--- src/rtl/alu_seq.sv ---
`default_nettype none
// ============================================================================
//  Module      : alu_seq
//  Description : Clocked ALU with internal {N,Z,V,R,C} flag register, an
//                iterative shift-add unsigned multiplier with a HI register,
//                valid/ready handshakes on input and output, and a single
//                registered output stage.
//  Revision    : 1.0 - initial release
// ============================================================================
module alu_seq #(
    parameter int WIDTH = 8
) (
    input  logic             clk,
    input  logic             rst,
    input  logic             in_valid,
    output logic             in_ready,
    input  logic [3:0]       op,
    input  logic [WIDTH-1:0] a,
    input  logic [WIDTH-1:0] b,
    output logic             out_valid,
    input  logic             out_ready,
    output logic [WIDTH-1:0] result,
    output logic [4:0]       flags
);

    // Step counter must reach WIDTH, which marks the completion cycle.
    localparam int            CW    = $clog2(WIDTH + 1);
    localparam logic [CW-1:0] STEPS = CW'(WIDTH);

    localparam logic [0:0] ST_IDLE = 1'b0;
    localparam logic [0:0] ST_MUL  = 1'b1;

    // Flag bit positions inside {N,Z,V,R,C}
    localparam int FC = 0;
    localparam int FR = 1;
    localparam int FV = 2;
    localparam int FZ = 3;
    localparam int FN = 4;

    localparam logic [3:0] OP_ADD  = 4'h0;
    localparam logic [3:0] OP_ADC  = 4'h1;
    localparam logic [3:0] OP_SUB  = 4'h2;
    localparam logic [3:0] OP_SBC  = 4'h3;
    localparam logic [3:0] OP_AND  = 4'h4;
    localparam logic [3:0] OP_OR   = 4'h5;
    localparam logic [3:0] OP_XOR  = 4'h6;
    localparam logic [3:0] OP_NOT  = 4'h7;
    localparam logic [3:0] OP_SHL  = 4'h8;
    localparam logic [3:0] OP_SHR  = 4'h9;
    localparam logic [3:0] OP_ASR  = 4'hA;
    localparam logic [3:0] OP_RCL  = 4'hB;
    localparam logic [3:0] OP_RCR  = 4'hC;
    localparam logic [3:0] OP_MUL  = 4'hD;
    localparam logic [3:0] OP_MFHI = 4'hE;
    localparam logic [3:0] OP_CMP  = 4'hF;

    // Architectural and multiplier state
    logic [0:0]         state_q,     state_d;
    logic [CW-1:0]      cnt_q,       cnt_d;
    logic [2*WIDTH-1:0] mcand_q,     mcand_d;
    logic [WIDTH-1:0]   mplier_q,    mplier_d;
    logic [2*WIDTH-1:0] acc_q,       acc_d;
    logic [WIDTH-1:0]   hi_q,        hi_d;
    logic [WIDTH-1:0]   result_q,    result_d;
    logic [4:0]         flags_q,     flags_d;
    logic               out_valid_q, out_valid_d;

    // Handshake and sequencing qualifiers
    logic w_accept;
    logic w_single;
    logic w_mul_start;
    logic w_mul_done;

    assign in_ready    = (state_q == ST_IDLE) && (!out_valid_q || out_ready) && !rst;
    assign w_accept    = in_valid && in_ready;
    assign w_mul_start = w_accept && (op == OP_MUL);
    assign w_single    = w_accept && (op != OP_MUL);
    assign w_mul_done  = (state_q == ST_MUL) && (cnt_q == STEPS);

    // Shared adder for ADD/ADC/SUB/SBC/CMP
    logic               w_cin;
    logic [WIDTH-1:0]   w_bop;
    logic [WIDTH:0]     w_sum;
    logic               w_ovf;

    // Operand-B inversion and carry-in selection for the shared adder
    always_comb begin
        w_bop = b;
        w_cin = 1'b0;
        case (op)
            OP_ADC:         w_cin = flags_q[FC];
            OP_SUB, OP_CMP: begin w_bop = ~b; w_cin = 1'b1;         end
            OP_SBC:         begin w_bop = ~b; w_cin = flags_q[FC];  end
            default:        w_cin = 1'b0;
        endcase
        w_sum = {1'b0, a} + {1'b0, w_bop} + {{WIDTH{1'b0}}, w_cin};
        w_ovf = (a[WIDTH-1] == w_bop[WIDTH-1]) && (w_sum[WIDTH-1] != a[WIDTH-1]);
    end

    // Result and flag update for every single-cycle opcode
    logic [WIDTH-1:0] w_y;
    logic [WIDTH-1:0] w_zn_src;
    logic [4:0]       w_f;

    always_comb begin
        w_y = '0;
        w_f = flags_q;
        case (op)
            OP_ADD, OP_ADC, OP_SUB, OP_SBC: begin
                w_y     = w_sum[WIDTH-1:0];
                w_f[FC] = w_sum[WIDTH];
                w_f[FV] = w_ovf;
            end
            OP_CMP: begin
                w_y     = a;
                w_f[FC] = w_sum[WIDTH];
                w_f[FV] = w_ovf;
            end
            OP_AND:  w_y = a & b;
            OP_OR:   w_y = a | b;
            OP_XOR:  w_y = a ^ b;
            OP_NOT:  w_y = ~a;
            OP_SHL:  begin w_y = {a[WIDTH-2:0], 1'b0};        w_f[FR] = a[WIDTH-1]; end
            OP_SHR:  begin w_y = {1'b0, a[WIDTH-1:1]};        w_f[FR] = a[0];       end
            OP_ASR:  begin w_y = {a[WIDTH-1], a[WIDTH-1:1]};  w_f[FR] = a[0];       end
            OP_RCL:  begin w_y = {a[WIDTH-2:0], flags_q[FR]}; w_f[FR] = a[WIDTH-1]; end
            OP_RCR:  begin w_y = {flags_q[FR], a[WIDTH-1:1]}; w_f[FR] = a[0];       end
            OP_MFHI: w_y = hi_q;
            default: w_y = '0;
        endcase
        // CMP reports Z/N of the difference while Y carries A through
        w_zn_src = (op == OP_CMP) ? w_sum[WIDTH-1:0] : w_y;
        w_f[FZ]  = (w_zn_src == '0);
        w_f[FN]  = w_zn_src[WIDTH-1];
    end

    // Flags written when the multiply completes
    logic [4:0] w_mf;

    always_comb begin
        w_mf     = flags_q;
        w_mf[FC] = (acc_q[2*WIDTH-1:WIDTH] != '0);
        w_mf[FV] = 1'b0;
        w_mf[FZ] = (acc_q == '0);
        w_mf[FN] = acc_q[WIDTH-1];
    end

    // Next-state logic: control FSM, multiplier steps and output register
    always_comb begin
        state_d     = state_q;
        cnt_d       = cnt_q;
        mcand_d     = mcand_q;
        mplier_d    = mplier_q;
        acc_d       = acc_q;
        hi_d        = hi_q;
        result_d    = result_q;
        flags_d     = flags_q;
        out_valid_d = out_valid_q && !out_ready;

        if (w_single) begin
            result_d    = w_y;
            flags_d     = w_f;
            out_valid_d = 1'b1;
        end

        if (w_mul_start) begin
            state_d  = ST_MUL;
            mcand_d  = {{WIDTH{1'b0}}, a};
            mplier_d = b;
            acc_d    = '0;
            cnt_d    = '0;
        end

        if (state_q == ST_MUL) begin
            if (w_mul_done) begin
                state_d     = ST_IDLE;
                cnt_d       = '0;
                result_d    = acc_q[WIDTH-1:0];
                hi_d        = acc_q[2*WIDTH-1:WIDTH];
                flags_d     = w_mf;
                out_valid_d = 1'b1;
            end else begin
                acc_d    = acc_q + (mplier_q[0] ? mcand_q : '0);
                mcand_d  = mcand_q << 1;
                mplier_d = mplier_q >> 1;
                cnt_d    = cnt_q + CW'(1);
            end
        end
    end

    // State registers with synchronous reset
    always_ff @(posedge clk) begin
        if (rst) begin
            state_q     <= ST_IDLE;
            cnt_q       <= '0;
            mcand_q     <= '0;
            mplier_q    <= '0;
            acc_q       <= '0;
            hi_q        <= '0;
            result_q    <= '0;
            flags_q     <= '0;
            out_valid_q <= 1'b0;
        end else begin
            state_q     <= state_d;
            cnt_q       <= cnt_d;
            mcand_q     <= mcand_d;
            mplier_q    <= mplier_d;
            acc_q       <= acc_d;
            hi_q        <= hi_d;
            result_q    <= result_d;
            flags_q     <= flags_d;
            out_valid_q <= out_valid_d;
        end
    end

    assign out_valid = out_valid_q;
    assign result    = result_q;
    assign flags     = flags_q;

endmodule
`default_nettype wire
--- config.mk ---
export PLATFORM = sky130hd
export DESIGN_NAME = alu_seq
export DESIGN_NICKNAME = d
export VERILOG_FILES = /design/src/rtl/alu_seq.sv
export SDC_FILE = /design/constraint.sdc
export NUM_CORES = 1
export LEC_CHECK = 0
export ABC_AREA = 1
export CORE_MARGIN = 2
export CORE_UTILIZATION = 35
export CTS_CLUSTER_SIZE = 8
export DETAILED_ROUTE_END_ITERATION = 10
export DONT_BUFFER_PORTS = 1
export PLACE_DENSITY = 0.6
export SLEW_MARGIN = 20
export SYNTH_ARGS = -nofsm -noshare
export SYNTH_HDL_FRONTEND = slang
export SYNTH_SLANG_ARGS = --single-unit
--- constraint.sdc ---
create_clock -name clk -period 3.1 [get_ports clk]
set_input_delay 0.62 -clock clk [delete_from_list [all_inputs] [get_ports clk]]
set_output_delay 0.62 -clock clk [all_outputs]
set_load 0.01 [all_outputs]
# Word-level counts from Yosys, hierarchy flattened

Cells that the tools add are included.

Flip-flop bits (word level): 67
Output and inout port bits: 15
Logic and storage cells: 97

Equality and inequality tests: 20
Add/subtract/negate cells: 4
Reduce and logical (&&, ||, !) cells: 25
Mux-type cells: 32
Bitwise operators: 6

Operator list:

| operator                                             | count |
|---|---|
| two-way mux 16 bit                                   | 7 |
| one-hot mux 8 bit (12 select lines)                  | 1 |
| two-way mux 8 bit                                    | 8 |
| equality test 4 bit (second input constant)          | 9 |
| adder 16 bit                                         | 1 |
| equality test 4 x 3 -> 1 bit (second input constant) | 4 |
| zero test 16 bit                                     | 1 |
| inverter 8 bit                                       | 2 |
| two-way mux 5 bit                                    | 3 |
| two-way mux 4 bit                                    | 3 |
| adder 8 x 8 -> 9 bit                                 | 1 |
| adder 9 x 1 -> 9 bit                                 | 1 |
| AND 8 bit                                            | 1 |
| equality test 4 x 2 -> 1 bit (second input constant) | 2 |
| logical AND 1 bit                                    | 8 |
| zero test 8 bit                                      | 1 |
| two-way mux 1 bit                                    | 8 |
| bitwise OR 8 bit                                     | 1 |
| nonzero test 8 bit                                   | 1 |
| bitwise XOR 8 bit                                    | 1 |
| OR reduction 2 bit                                   | 3 |
| OR reduction 3 bit                                   | 2 |
| OR reduction 5 bit                                   | 1 |
| adder 4 x 1 -> 4 bit (second input constant)         | 1 |
| other kinds (13)                                     | 16 |

# Logic depth before layout (Yosys ltp)

Gate-level depths: netlist of run 1.

Word-level depth: 11
Gate-level depth with buffers: 19
Mapped depth without buffers: 18

# Least setup slack after synthesis of run 1

Ideal clock, no wire load.

Path kind: input -> register
From: input port op[2]
To: register flags_q[3] (netlist: flags[3])
Slack: -0.270 ns
Data required time: 3.030 ns
Arrival time: 3.300 ns
Buffers on the path: 1
Stages: 17
Cells stage by stage: nand2_2 nor2_4 buf_4 o21ai_2 xor2_1 fa_1 fa_1 or2_2 nand3_1 nand4_1 nor2_2 nand2_1 nand2_1 nand2_1 nor2_1 nand3_1 a21oi_1

Word-level cells in the longest chain between the ends: 11
Elaborated cells between the ends (all ways): 31
Classes of those cells: 2 x add/sub; 15 x eq/ne; 7 x mux; 7 x reduce/logical

Ends and longest elaborated chain:

| what                                                                | line         | text |
|---|---|---|
| start, declared                                                     | 17           | `input logic [3:0] op,` |
| equality test 4 bit or equality test 4 x 2 -> 1 bit (tied branches) | 90, 108, 132 |  |
| OR reduction 3 bit (no line)                                        | -            |  |
| two-way mux 8 bit                                                   | -            |  |
| adder 8 x 8 -> 9 bit                                                | 96           | `w_sum = {1'b0, a} + {1'b0, w_bop} + {{WIDTH{1'b0}}, w_cin};` |
| adder 9 x 1 -> 9 bit                                                | 96           |  |
| one-hot mux 8 bit (12 select lines)                                 | 108          | `case (op)` |
| two-way mux 8 bit                                                   | 132          | `w_zn_src = (op == OP_CMP) ? w_sum[WIDTH-1:0] : w_y;` |
| zero test 8 bit                                                     | 133          | `w_f[FZ] = (w_zn_src == '0);` |
| two-way mux 5 bit (*)                                               | 160          | `if (w_single) begin` |
| two-way mux 5 bit                                                   | 175          | `if (w_mul_done) begin` |
| two-way mux 5 bit (*)                                               | 174          | `if (state_q == ST_MUL) begin` |
| end signal, assigned                                                | 211          | `flags_q <= flags_d;` |
| end, declared                                                       | 65           | `logic [4:0] flags_q, flags_d;` |

Mark *: on every way between the ends. The rest lies on a longest branch, timed or not. The select of a mux whose other input is x is not followed.
A chain may end at the register's enable or synchronous reset.

# Final worst setup path of run 1

Same ends and word-level chain as after synthesis.

==> qor.txt, run 1 <==
Status: finished, final reports clean
Initial antenna violation count: 0
Post-Route M1 WL: 7250 um
Clk sink count: 67
Via density: 5.30
Worst-skew pair later-pin latency: 0.34 ns
Hold Crit Start: rst
CP Class: in -> reg
Final Util: 40.4%
Worst Hold Path EP: acc_q[12]$_SDFF_PP0_
Final period utilization: 88.7%
Gate Count Post-Synth: 786
Adder-cell area share of the yosys netlist: 11.2%
Commonest non-fill, non-tap cells in the layout: nand2_1 (204), inv_1 (95), o21ai_0 (73)
Core area: 0.0139 mm2
# Post-CTS Setup Buffers: 0
Layout cells sized above 1: 8.40%
Vias in the first global route: 4863
Maximum clock rate: 364 MHz
R2R depth: 14
IR Drop Worst-Case VDD: 351 uV
Starting density of the core: 35.9%
Setup-failing EPs final: 0
Routed len/inst: 16.1 um
First drt pass iteration count: 5
WP data arrival: 3.03 ns
MaxCap Viol Count: 0
Highest metal layer with signal wires: met4
Reg2reg start: flags[0]$_SDFF_PP0_
Post-synthesis mux area share: 0%
# port buffers: 0
Post-synthesis sequential area ratio: 26.8%
GRT Total Usage: 21.2%
Hold Crit Depth: 1
Final WL: 15700 um
Worst hold path class: in -> reg
Area of the multi-input gates: 0.00324 mm2
Register-to-register setup slack: 0.45 ns
Netlist Area Pre-Place: 0.00500 mm2
Worst R2R End: flags[3]$_SDFF_PP0_
Total power: 2.38 mW
Final min period: 2.75 ns
TritonCTS buffer count: 9
Fin cells: 978
H-tree Lvls: 3
Lkg Pwr: 2.66 nW
Rel. slew slack: 53.4%
Net Count, Synth: 853
Met3 WL: 1060 um
NumNets Final: 860
Routed length on met2: 6970 um
Most common cell after layout, fill and taps aside: nand2_1
Library cells used by synthesis: 41
Filler Cell Count: 1479
DRC viols: 0
Die Height: 124 um
TNS Setup: 0 ns
Post-Synth XOR/XNOR Area: 2.10%
Global-route wire length before repair: 24800 um
TritonCTS clock tree: built
Die width: 124 um
Gr ovfl total: 0
Post-synthesis simple-gate area fraction: 32.1%
Syn-to-layout area delta: 12.5%
Setup Skew: 0.00781 ns
Placed insts: 962
Largest family of logic cells by synthesized area: simple AND/OR/NAND/NOR gates
Hold Buf Count CTS: 0
Pwr/cell area: 422 mW/mm2
Yosys reg bits: 67
Worst-margin pin slew: 0.699 ns
Crit path required time: 3.38 ns
# resized after CTS: 0
Std-Cell Rows: 43
FF/Latch Area: 0.00134 mm2
Fin. Hold Viols: 0
Worst hold slack: 0.338 ns
CTS Buffer Depth: 2
Detailed Route Iter0 Violations: 486
Via count: 5181
Synth Area in Compound Gates: 18.4%
Critical path launch point type: input pin
Placer Congestion: 0.939
Die Area: 0.0153 mm2
Mean Syn Cell Area: 6.36 um2
RSZ-0062 raised after global routing: false
Clock transition at path regs: 0.06 ns
Crit. End Element: register
Ports: 39
CTS Root Cell: clkbuf_16
Pin count of the biggest net entering global routing: 23
N_diodes: 0
Critical Path Fanout Max: 6
Yosys Warn Count: 0
Final Max Slew Viols: 0
Final HPWL from detailed placement: 12100 um
Routed Antenna Nets: 0
Yosys cell counts:
master	instances	area (um2)
a21boi_0	1	7.51
a21o_1	1	7.51
a21oi_1	67	335
a21oi_2	1	8.76
a221oi_1	2	17.5
a31o_2	2	17.5
buf_1	1	3.75
buf_2	2	10.0
buf_4	2	15.0
clkbuf_1	12	45.0
clkinv_1	4	15.0
dfxtp_1	67	1340
fa_1	3	60.1
ha_1	40	500
inv_1	95	357
inv_2	6	22.5
nand2_1	204	766
nand2_2	5	31.3
nand2_4	3	33.8
nand3_1	45	225
nand3b_1	6	45.0
nand4_1	8	50.1
nor2_1	72	270
nor2_2	10	62.6
nor2_4	2	22.5
nor3_1	8	40.0
nor3_2	3	30.0
nor4_1	3	18.8
o2111ai_1	1	8.76
o211ai_1	2	15.0
o21a_1	3	22.5
o21ai_0	73	365
o21ai_1	5	25.0
o21ai_2	1	8.76
o22ai_1	9	56.3
o31ai_1	2	15.0
o32ai_1	1	8.76
or2_2	1	6.26
or3_1	1	6.26
xnor2_1	2	17.5
xor2_1	10	87.6
area by class of cell:
class                      instances  area share, %
multi-input combinational        597           57.5
clock buffer                       9           4.00
tap                              180           4.00
inverter                         105           7.01
sequential                        67           23.8
clock inverter                     7           1.87
timing repair buffer              13           1.73
worst max-delay path, cell delays in order:
cell and delay, ns:
nand2_8 0.05, nor2_4 0.16, o21ai_4 0.09, xor2_2 0.19, fa_2 0.44, fa_2 0.42
or2_4 0.26, nand3_1 0.07, nand4_1 0.11, nor2_2 0.16, nand2_1 0.07, nand2_1 0.06
nand2_1 0.05, nor2_1 0.09, nand3_1 0.07, a21oi_1 0.12
flip-flops by register name, summed over array words and instances (netlist names):
register / count
acc_q: 16
cnt_q: 4
flags: 5
hi_q: 8
mcand_q: 16
mplier_q: 8
out_valid: 1
result: 8
state_q: 1
per-layer routing:
layer | GRT usage [%] | up-vias
met3 | 4.38 | 36
li1 | - | 2593
met5 | 0 | -
met1 | 28.1 | 2393
met2 | 34.0 | 159
met4 | 7.88 | 0
logic make-up (layout without fill, tap and decap cells):
family / after synthesis / count (layout)
buf+inv: 122 / 134
compound gates: 171 / 171
simple gates: 371 / 371
xor+xnor: 12 / 12
fa+ha+maj: 43 / 43
flops: 67 / 67
through the flow:
step                area [um2]  worst slack, ns
global route              5630            0.166
detailed placement        5300           0.0356
CTS                       5630            0.387
finish                    5630            0.349
floorplan                 5050           0.0137
global placement          5300           0.0921
power breakdown:
part	internal, mW	switching [mW]
clock network	0.718	0.437
registers	0.875	0.0156
logic	0.116	0.215
total	1.71	0.668
worst max path at each step:
stage	start	end	slack [ns]	cells past startpoint
4_1_cts	op[2]	flags[3]$_SDFF_PP0_	0.39	16
6_report	op[2]	flags[3]$_SDFF_PP0_	0.35	16
3_3_place_gp	op[2]	flags[3]$_SDFF_PP0_	0.09	16
3_5_place_dp	op[2]	flags[3]$_SDFF_PP0_	0.04	16
5_1_grt	op[3]	flags[3]$_SDFF_PP0_	0.17	17
2_1_floorplan	op[2]	flags[3]$_SDFF_PP0_	0.01	17
Note: power is estimated with default switching activity, not from simulation.
==> run 2, diff against run 1 <==
- SLEW_MARGIN: 20 -> 15
==> results of run 2 <==
No change in the layout: final DEF, timing and power equal those of run 1.
==> run 3, diff against run 2 <==
- SLEW_MARGIN: 15 -> 40
==> results of run 3 <==
No change in the layout: final DEF, timing and power equal those of run 1.
